--- src/rtl/bt_update_queue_pkg.sv ---
//------------------------------------------------------------------------------
// Module  : bt_update_queue_pkg
// Brief   : Shared BTUpdate record, branch type and update-queue state types.
//           BTB_ENTRIES may be overridden on the command line; the queue's
//           init period is derived from it.
// Revision: 1.0 - initial release
//------------------------------------------------------------------------------
`default_nettype none

`ifndef BTB_ENTRIES
`define BTB_ENTRIES 8
`endif

package bt_update_queue_pkg;

    // Number of BTB entries swept by the BTB's post-reset init.
    localparam int BTB_NUM_ENTRIES = `BTB_ENTRIES;

    typedef logic [2:0] FetchOff_t;

    typedef enum logic [1:0] {
        BT_BRANCH = 2'd0,
        BT_JUMP   = 2'd1,
        BT_CALL   = 2'd2,
        BT_RETURN = 2'd3
    } BranchType;

    // valid is kept as the LSB so the payload can be compared as one slice.
    typedef struct packed {
        logic [31:0] src;
        logic [31:0] dst;
        BranchType   btype;
        logic        compressed;
        logic        clean;
        logic        multiple;
        FetchOff_t   multipleOffs;
        FetchOff_t   fetchStartOffs;
        logic        valid;
    } BTUpdate;

    typedef enum logic [1:0] {
        BUQ_INIT = 2'd0,
        BUQ_RUN  = 2'd1,
        BUQ_GAP  = 2'd2
    } BTUpdQState_t;

endpackage

`default_nettype wire

--- src/rtl/bt_update_fifo.sv ---
//------------------------------------------------------------------------------
// Module  : bt_update_fifo
// Brief   : DEPTH-entry FIFO of BTUpdate records with push/pop/flush.
//           Pointers carry an extra wrap bit to tell full from empty.
//           rst is asynchronous and active-low.
// Revision: 1.0 - initial release
//------------------------------------------------------------------------------
`default_nettype none

module bt_update_fifo
    import bt_update_queue_pkg::*;
#(
    parameter int DEPTH = 4
) (
    input  logic    clk,
    input  logic    rst,
    input  logic    i_push,
    input  logic    i_pop,
    input  logic    i_flush,
    input  BTUpdate i_data,
    output BTUpdate o_head,
    output logic    o_full,
    output logic    o_empty
);

    localparam int AW = $clog2(DEPTH);
    localparam int PW = AW + 1;

    BTUpdate       mem_q [DEPTH];
    logic [PW-1:0] wptr_q, wptr_d;
    logic [PW-1:0] rptr_q, rptr_d;
    logic          w_wr_en;
    logic          w_rd_en;

    assign o_empty = (wptr_q == rptr_q);
    assign o_full  = (wptr_q[AW] != rptr_q[AW]) && (wptr_q[AW-1:0] == rptr_q[AW-1:0]);
    assign o_head  = mem_q[rptr_q[AW-1:0]];

    // A push into a full FIFO is only legal when the head leaves the same cycle.
    assign w_wr_en = i_push && !i_flush && (!o_full || i_pop);
    assign w_rd_en = i_pop && !i_flush && !o_empty;

    // Pointer advance; flush discards everything, including a same-cycle push.
    always_comb begin
        wptr_d = wptr_q;
        rptr_d = rptr_q;
        if (i_flush) begin
            wptr_d = '0;
            rptr_d = '0;
        end else begin
            if (w_wr_en) wptr_d = wptr_q + PW'(1);
            if (w_rd_en) rptr_d = rptr_q + PW'(1);
        end
    end

    // Pointer registers.
    always_ff @(posedge clk or negedge rst) begin
        if (!rst) begin
            wptr_q <= '0;
            rptr_q <= '0;
        end else begin
            wptr_q <= wptr_d;
            rptr_q <= rptr_d;
        end
    end

    // Storage array; contents are don't-care until written.
    always_ff @(posedge clk) begin
        if (w_wr_en) mem_q[wptr_q[AW-1:0]] <= i_data;
    end

endmodule

`default_nettype wire

--- src/rtl/bt_update_queue.sv ---
//------------------------------------------------------------------------------
// Module  : bt_update_queue
// Brief   : Buffers resolved BTUpdate records and replays them to the BTB
//           from a registered output, holding off during the BTB init sweep
//           and leaving one idle cycle after every multiple=1 update.
//           Optional feature macro: BTB_UPD_COALESCE_EN (discard an update
//           identical to the youngest queued one).
//           rst is asynchronous and active-low.
// Revision: 1.0 - initial release
//------------------------------------------------------------------------------
`default_nettype none

module bt_update_queue
    import bt_update_queue_pkg::*;
#(
    parameter int DEPTH       = 4,
    parameter int INIT_CYCLES = BTB_NUM_ENTRIES + 1
) (
    input  logic        clk,
    input  logic        rst,
    input  logic        IN_flush,
    input  BTUpdate     IN_btUpdate,
    output BTUpdate     OUT_btUpdate,
    output logic        OUT_busy,
    output logic [15:0] OUT_dropCnt
);

    localparam int          CNT_W    = (INIT_CYCLES > 1) ? $clog2(INIT_CYCLES) : 1;
    localparam logic [CNT_W-1:0] CNT_LAST = CNT_W'(INIT_CYCLES - 1);

    BTUpdQState_t state_q, state_d;
    logic [CNT_W-1:0] init_cnt_q, init_cnt_d;
    BTUpdate      out_q, out_d;
    logic [15:0]  drop_cnt_q, drop_cnt_d;

    BTUpdate w_fifo_head;
    logic    w_fifo_full;
    logic    w_fifo_empty;
    logic    w_pop;
    logic    w_push;
    logic    w_drop;
    logic    w_in_valid;
    logic    w_coal_hit;

    bt_update_fifo #(
        .DEPTH (DEPTH)
    ) u_fifo (
        .clk     (clk),
        .rst     (rst),
        .i_push  (w_push),
        .i_pop   (w_pop),
        .i_flush (IN_flush),
        .i_data  (IN_btUpdate),
        .o_head  (w_fifo_head),
        .o_full  (w_fifo_full),
        .o_empty (w_fifo_empty)
    );

`ifdef BTB_UPD_COALESCE_EN
    BTUpdate last_q, last_d;
    logic    last_vld_q, last_vld_d;

    // Duplicate of the youngest still-queued entry carries no new information.
    always_comb begin
        w_coal_hit = last_vld_q && !w_fifo_empty &&
                     (IN_btUpdate[$bits(BTUpdate)-1:1] == last_q[$bits(BTUpdate)-1:1]);
        last_d     = last_q;
        last_vld_d = last_vld_q;
        if (IN_flush) begin
            last_vld_d = 1'b0;
        end else if (w_push) begin
            last_d     = IN_btUpdate;
            last_vld_d = 1'b1;
        end
    end

    // Shadow of the youngest queued entry.
    always_ff @(posedge clk or negedge rst) begin
        if (!rst) begin
            last_q     <= '0;
            last_vld_q <= 1'b0;
        end else begin
            last_q     <= last_d;
            last_vld_q <= last_vld_d;
        end
    end
`else
    assign w_coal_hit = 1'b0;
`endif

    // Input acceptance: push when there is room (or room appears this cycle), else count a drop.
    always_comb begin
        w_in_valid = IN_btUpdate.valid && !w_coal_hit;
        w_push     = w_in_valid && !IN_flush && (!w_fifo_full || w_pop);
        w_drop     = w_in_valid && !IN_flush && w_fifo_full && !w_pop;
        drop_cnt_d = drop_cnt_q;
        if (w_drop && (drop_cnt_q != 16'hFFFF)) drop_cnt_d = drop_cnt_q + 16'd1;
    end

    // Next state, init counting and pop/output selection.
    always_comb begin
        state_d    = state_q;
        init_cnt_d = init_cnt_q;
        out_d      = '0;
        w_pop      = 1'b0;
        case (state_q)
            BUQ_INIT: begin
                if (init_cnt_q == CNT_LAST) state_d = BUQ_RUN;
                else                        init_cnt_d = init_cnt_q + CNT_W'(1);
            end
            BUQ_RUN: begin
                // A flush suppresses the pop so nothing from the dropped queue escapes.
                if (!w_fifo_empty && !IN_flush) begin
                    w_pop       = 1'b1;
                    out_d       = w_fifo_head;
                    out_d.valid = 1'b1;
                    if (w_fifo_head.multiple && !w_fifo_head.clean) state_d = BUQ_GAP;
                end
            end
            BUQ_GAP: begin
                state_d = BUQ_RUN;
            end
            default: begin
                state_d = BUQ_INIT;
            end
        endcase
    end

    // State, counters and registered output.
    always_ff @(posedge clk or negedge rst) begin
        if (!rst) begin
            state_q    <= BUQ_INIT;
            init_cnt_q <= '0;
            out_q      <= '0;
            drop_cnt_q <= '0;
        end else begin
            state_q    <= state_d;
            init_cnt_q <= init_cnt_d;
            out_q      <= out_d;
            drop_cnt_q <= drop_cnt_d;
        end
    end

    assign OUT_btUpdate = out_q;
    assign OUT_busy     = (state_q == BUQ_INIT) || !w_fifo_empty;
    assign OUT_dropCnt  = drop_cnt_q;

endmodule

`default_nettype wire

--- config.mk ---
export PLATFORM = sky130hd
export DESIGN_NAME = bt_update_queue
export DESIGN_NICKNAME = d
export VERILOG_FILES = /design/src/rtl/bt_update_queue_pkg.sv /design/src/rtl/bt_update_fifo.sv /design/src/rtl/bt_update_queue.sv
export SDC_FILE = /design/constraint.sdc
export NUM_CORES = 1
export LEC_CHECK = 0
export CAP_MARGIN = 15
export CORE_AREA = 5 5 208 170
export CTS_CLUSTER_DIAMETER = 100
export CTS_CLUSTER_SIZE = 20
export DETAILED_ROUTE_END_ITERATION = 8
export DIE_AREA = 0 0 213 175
export GPL_ROUTABILITY_DRIVEN = 1
export PLACE_DENSITY_LB_ADDON = 0.3
export SKIP_LAST_GASP = 1
export SYNTH_ARGS = -nofsm -noshare
export SYNTH_HDL_FRONTEND = slang
export SYNTH_SLANG_ARGS = --single-unit
--- constraint.sdc ---
create_clock -name clk -period 5.65 [get_ports clk]
set_clock_uncertainty 0.1 [all_clocks]
set_input_delay 0.8475 -clock clk [delete_from_list [all_inputs] [get_ports clk]]
set_output_delay 0.8475 -clock clk [all_outputs]
set_load 0.05 [all_outputs]
After elaboration in Yosys (flattened, before gate mapping)
Memory sizes are Yosys's and may differ from the RTL's.
Index checks and enable logic that the tools add are counted.
{"block": "op_classes", "n_addsub": 4, "eq_ne": 10, "n_mux": 14, "n_bitwise": 1, "reduce_logical": 24}
{"operator": "$mux 76", "count": 2}
{"operator": "$add 16x1->16 const B", "count": 1}
{"operator": "$ne 16x16->1 const B", "count": 1}
{"operator": "$logic_and 1x1->1", "count": 12}
{"operator": "$mux 3", "count": 4}
{"operator": "$add 3x1->3 const B", "count": 2}
{"operator": "$mux 2", "count": 3}
{"operator": "$ne 2x2->1 const B", "count": 3}
{"operator": "$pmux 2 s3", "count": 1}
{"operator": "$logic_not 1->1", "count": 5}
{"operator": "$add 4x1->4 const B", "count": 1}
{"operator": "$eq 4x4->1 const B", "count": 1}
{"operator": "$mux 1", "count": 4}
{"operator": "$reduce_bool 2->1", "count": 2}
{"operator": "$eq 3x3->1", "count": 1}
{"operator": "$reduce_and 3->1", "count": 1}
{"operator": "$eq 2x1->1 const B", "count": 1}
{"operator": "$eq 2x2->1", "count": 1}
{"operator": "$eq 2x2->1 const B", "count": 1}
{"operator": "$logic_not 2->1", "count": 1}
{"operator": "$logic_or 1x1->1", "count": 2}
{"operator": "$reduce_and 2->1", "count": 1}
{"operator": "$ne 1x1->1", "count": 1}
{"operator": "$not 1->1", "count": 1}
{"block": "totals", "register_bits": 104, "ramBits": 304, "in_bits": 79, "out_inout_bits": 93, "wordCells": 68, "memories": 1}
{"name": "u_fifo.mem_q", "depth": 4, "width": 76, "rd": 1, "rd_ports_with_merged_regs": 0, "wr": 1, "line_no": "bt_update_fifo.sv:29", "source": "BTUpdate mem_q [DEPTH];"}

Depth between registers and ports, before layout
{"block": "logic_depth", "ltp_word": 11, "mapped_depth": 7, "depth_no_buf": 6}

Hierarchy
From an unflattened synthesis, not the netlist that was laid out.
{"block": "unflattened", "cells_unflattened": 712, "area_unflattened_um2": 15014.4}
{"module": "bt_update_fifo", "n_inst": 1, "cells_per_inst": 453, "area_per_inst_um2": 11514.8, "seq_area_each_um2": 9278.9}
{"module": "bt_update_queue", "n_inst": 1, "cells_per_inst": 259, "area_per_inst_um2": 3499.6, "seq_area_each_um2": 2452.4}

Worst setup path after synthesis
Ideal clock, no wire load.
{"block": "synth_path", "path_kind": "input to register", "start": "in IN_flush", "end": "mem u_fifo.mem_q[3][10] in the netlist's numbering (enable)", "setup_ns": 0.443, "arrival_time_ns": 3.276, "required_time_ns": 5.107, "path_slack_ns": 1.830, "path_stages": 4, "n_path_buf": 1, "path_cell_list": "clkbuf_1 -> nor2b_1 -> and2b_1 -> and2_1"}
{"block": "synth_via", "elab_chain_cells": 10, "elab_cells_between_ends": 11, "cone_classes": "mux (4); reduce/logical (7)"}
{"element": "start, declared", "line_no": "bt_update_queue.sv:21", "source": "input logic IN_flush,"}
{"element": "$logic_not 1->1 (*)", "line_no": "bt_update_fifo.sv:40, bt_update_queue.sv:94, bt_update_queue.sv:113"}
{"element": "$logic_and 1x1->1", "line_no": "bt_update_queue.sv:113", "source": "if (!w_fifo_empty && !IN_flush) begin"}
{"element": "$mux 1", "line_no": "bt_update_queue.sv:113"}
{"element": "$mux 1", "line_no": "bt_update_queue.sv:106", "source": "case (state_q)"}
{"element": "$logic_or 1x1->1", "line_no": "bt_update_fifo.sv:40, bt_update_queue.sv:94"}
{"element": "$logic_and 1x1->1", "line_no": "bt_update_queue.sv:94", "source": "w_push = w_in_valid && !IN_flush && (!w_fifo_full || w_pop);"}
{"element": "$logic_and 1x1->1", "line_no": "bt_update_fifo.sv:40", "source": "assign w_wr_en = i_push && !i_flush && (!o_full || i_pop);"}
{"element": "$logic_and 1x1->1 (*)", "line_no": "bt_update_fifo.sv:40"}
{"element": "$mux 1 (*)", "line_no": "bt_update_fifo.sv:69", "source": "if (w_wr_en) mem_q[wptr_q[AW-1:0]] <= i_data;"}
{"element": "$mux 1 (not written as such) (*)", "line_no": "bt_update_fifo.sv:69"}
{"element": "end, declared", "line_no": "bt_update_fifo.sv:29"}
Mark *: on every way between the ends. The rest lies on a longest branch, timed or not.

Worst setup path after layout
{"block": "layout_path", "start": "reg u_fifo.rptr_q[0]", "end": "out OUT_busy"}
{"block": "layout_via", "elab_chain_cells": 3}
{"element": "start, declared", "line_no": "bt_update_fifo.sv:31", "source": "logic [PW-1:0] rptr_q, rptr_d;"}
{"element": "start signal, assigned", "line_no": "bt_update_fifo.sv:63", "source": "rptr_q <= rptr_d;"}
{"element": "$eq 3x3->1", "line_no": "bt_update_fifo.sv:35", "source": "assign o_empty = (wptr_q == rptr_q);"}
{"element": "$logic_not 1->1", "line_no": "bt_update_queue.sv:145", "source": "assign OUT_busy = (state_q == BUQ_INIT) || !w_fifo_empty;"}
{"element": "$logic_or 1x1->1", "line_no": "bt_update_queue.sv:145"}
{"element": "end, declared", "line_no": "bt_update_queue.sv:24", "source": "output logic OUT_busy,"}
Every way passes these cells.

==> metrics.cfg <==
[status]
status=completed

[placed_design]
portBuffers=171
dpl.hpwl_um=16800
routabilityCongestion=0.721
placed_area_um2=16900

[sta]
fin_crit_sh=0.692
worst_slew_pin_slew_ns=1.04
finalHoldViolations=0
slew_headroom=0.304
setup_tns_ns=0
finalCriticalPeriod_ns=3.91
hold_ws_ns=0.308
drv_slew=0
fmax_ghz=0.256
setup_viol=0
rsz0062_at_grt=false

[worst_setup_path]
startpoint_type=flop
worstSetupPathType=reg2out
crit_fanout=28
required_ns=4.70
crit_arrival_ns=2.97
cp-end-kind=output pin

[cells_and_area]
diodes=0
fin_util=0.531
drive_gt1_frac=0.140
nFillCells=2600
area_delta_synth_final_pct=19.8
final_nets=957
final_cell_area_um2=17600

[hold_path]
min_path_type=in2async

[clocking]
cts-root-buf=clkbuf_16
clk_pin_slew_worst_paths_ns=0.08
cts.repair.resized=0
cts_buffer_depth=3
cts_tree=done
numClockSinks=404
h-tree-depth=1
ctsHoldBuffers=0
clk_latency_ns=0.54
cts_buffers=24
post_cts_buffers=0

[synthesis]
ys.warnings.count=0
synth_seq_area_share=0.791
synth.net_count=780
synthDistinctLibCells=34
syn_area_um2=14700
synthArstFlopShare=0.257
ys.flop_type=edfxtp_1
netlist_top_cells_count=edfxtp_1, dfrtp_1, and2_1
synthDominantCellAreaShare=0.614
yosys-top-cells-area=edfxtp_1, dfrtp_1, mux4_2
yosysMostFrequentCell=edfxtp_1
synth_seq_cells=404
postSynthCellCount=693
synth.avg_cell_area_um2=21.2
synth_edf_count=300
yosys.area.top_type=edfxtp_1

[pwr]
vdd_drop_max_mv=0.218
power_density_nw_per_um2=392
p_leak_nw=6.10
report.power.total_w=0.00689

[drt]
vias=6658
wl_um=27600
wl_per_cell_um=20.9
drtAntennaViolNets=0
drt_iter0_drc=511
vias_per_cell=5.04
drc_errors=0
drtPass1Iterations=4

[die]
initial_core_util=0.443
core.rowCount=60
die_y_um=175
fp.dieArea_um2=37300
core-area_um2=33100
top_level_ports=172
die_w_um=213

[flow_run]
max-cap-violations=0

[grt]
grt_util_all_layers=0.148
grt_max_degree=79
grt_pass1_vias=7027
grt_overflow=0
grt_pass1_wl_um=42600
antenna_found_initial=0

-- registers in the layout, summed over array words and instances (netlist names) --
signal,flops
OUT_btUpdate,76
OUT_dropCnt,16
init_cnt_q,4
state_q,2
u_fifo.mem_q,300
u_fifo.rptr_q,3
u_fifo.wptr_q,3
-- critical path, stage by stage (launching register included) --
cell	delay [ns]
dfrtp_4	0.80
xor2_1	0.22
nor3_2	0.43
o21ai_0	0.23
clkdlybuf4s50_1	0.75
-- layer usage --
metal,up-vias,part of all wire,global-route usage
li1,3017,-,-
met1,3444,0.47,0.231
met2,165,0.47,0.227
met3,32,0.048,0.0226
met4,0,0.015,0.0264
met5,-,0,0
-- power by group --
group	switching, W	leakage [nW]	internal [W]
logic	0.000950	1.64	0.000655
clock network	0.000916	0.331	0.000817
registers	0.000136	4.13	0.00342
-- kinds of logic (layout without fill, tap and decap cells) --
group / Yosys count / count (layout) / share of synthesized area
AOI/OAI and AO/OA: 8 / 8 / 0.00375
xor gates and xnor gates: 24 / 24 / 0.0148
adders and majority gates: 8 / 8 / 0.00682
buffers and inverters: 37 / 232 / 0.0112
DFF: 404 / 404 / 0.791
muxes: 77 / 77 / 0.117
and+or+nand+nor: 135 / 135 / 0.0557
-- area by class of cell --
class                           instances  area, um2  area share
Sequential cell                       404      11600       0.661
Multi-Input combinational cell        252       2910       0.166
Timing Repair Buffer                  179       1770       0.101
Clock buffer                           42        668      0.0380
Tap cell                              434        543      0.0309
Inverter                                9       33.8     0.00192
Clock inverter                          2       32.5     0.00185
-- through the flow --
step	worst slack, ns	instances
final	1.74	1322
after global routing	1.52	1322
after CTS	1.66	1322
after detailed placement	1.88	1278
after global placement	1.93	1278
after floorplan	1.83	693
-- placed cells by master (no fill, tap or decap), types with 6 or more instances in the layout --
cell type / synthesis / final
mux4_2: 75 / 75
inv_1: 9 / 9
and2_1: 79 / 75
xnor2_1: 10 / 10
clkbuf_16: 0 / 24
nand3_1: 7 / 7
dfrtp_1: 104 / 102
xor2_1: 13 / 13
clkdlybuf4s50_1: 0 / 170
edfxtp_1: 300 / 300
ha_1: 8 / 8
nand2_1: 12 / 12
nor2_1: 10 / 10
buf_4: 0 / 9
nor3_1: 6 / 6
clkbuf_1: 13 / 18
-- worst paths after layout --
path / cells past startpoint / slack [ns] / end / start
max in group asynchronous: 2 / 4.05 / OUT_btUpdate[3] / rst
hold / removal: 1 / 0.31 / OUT_btUpdate[4] / rst
setup / recovery: 4 / 1.74 / OUT_busy / u_fifo.rptr_q[0]
min in group clk: 1 / 0.39 / init_cnt_q[3] / init_cnt_q[3]
hold reg to reg: 1 / 0.39 / init_cnt_q[3] / init_cnt_q[3]
setup reg to reg: 5 / 2.40 / u_fifo.mem_q[1][14] / u_fifo.rptr_q[0]
Note: power is estimated with default switching activity, not from simulation.
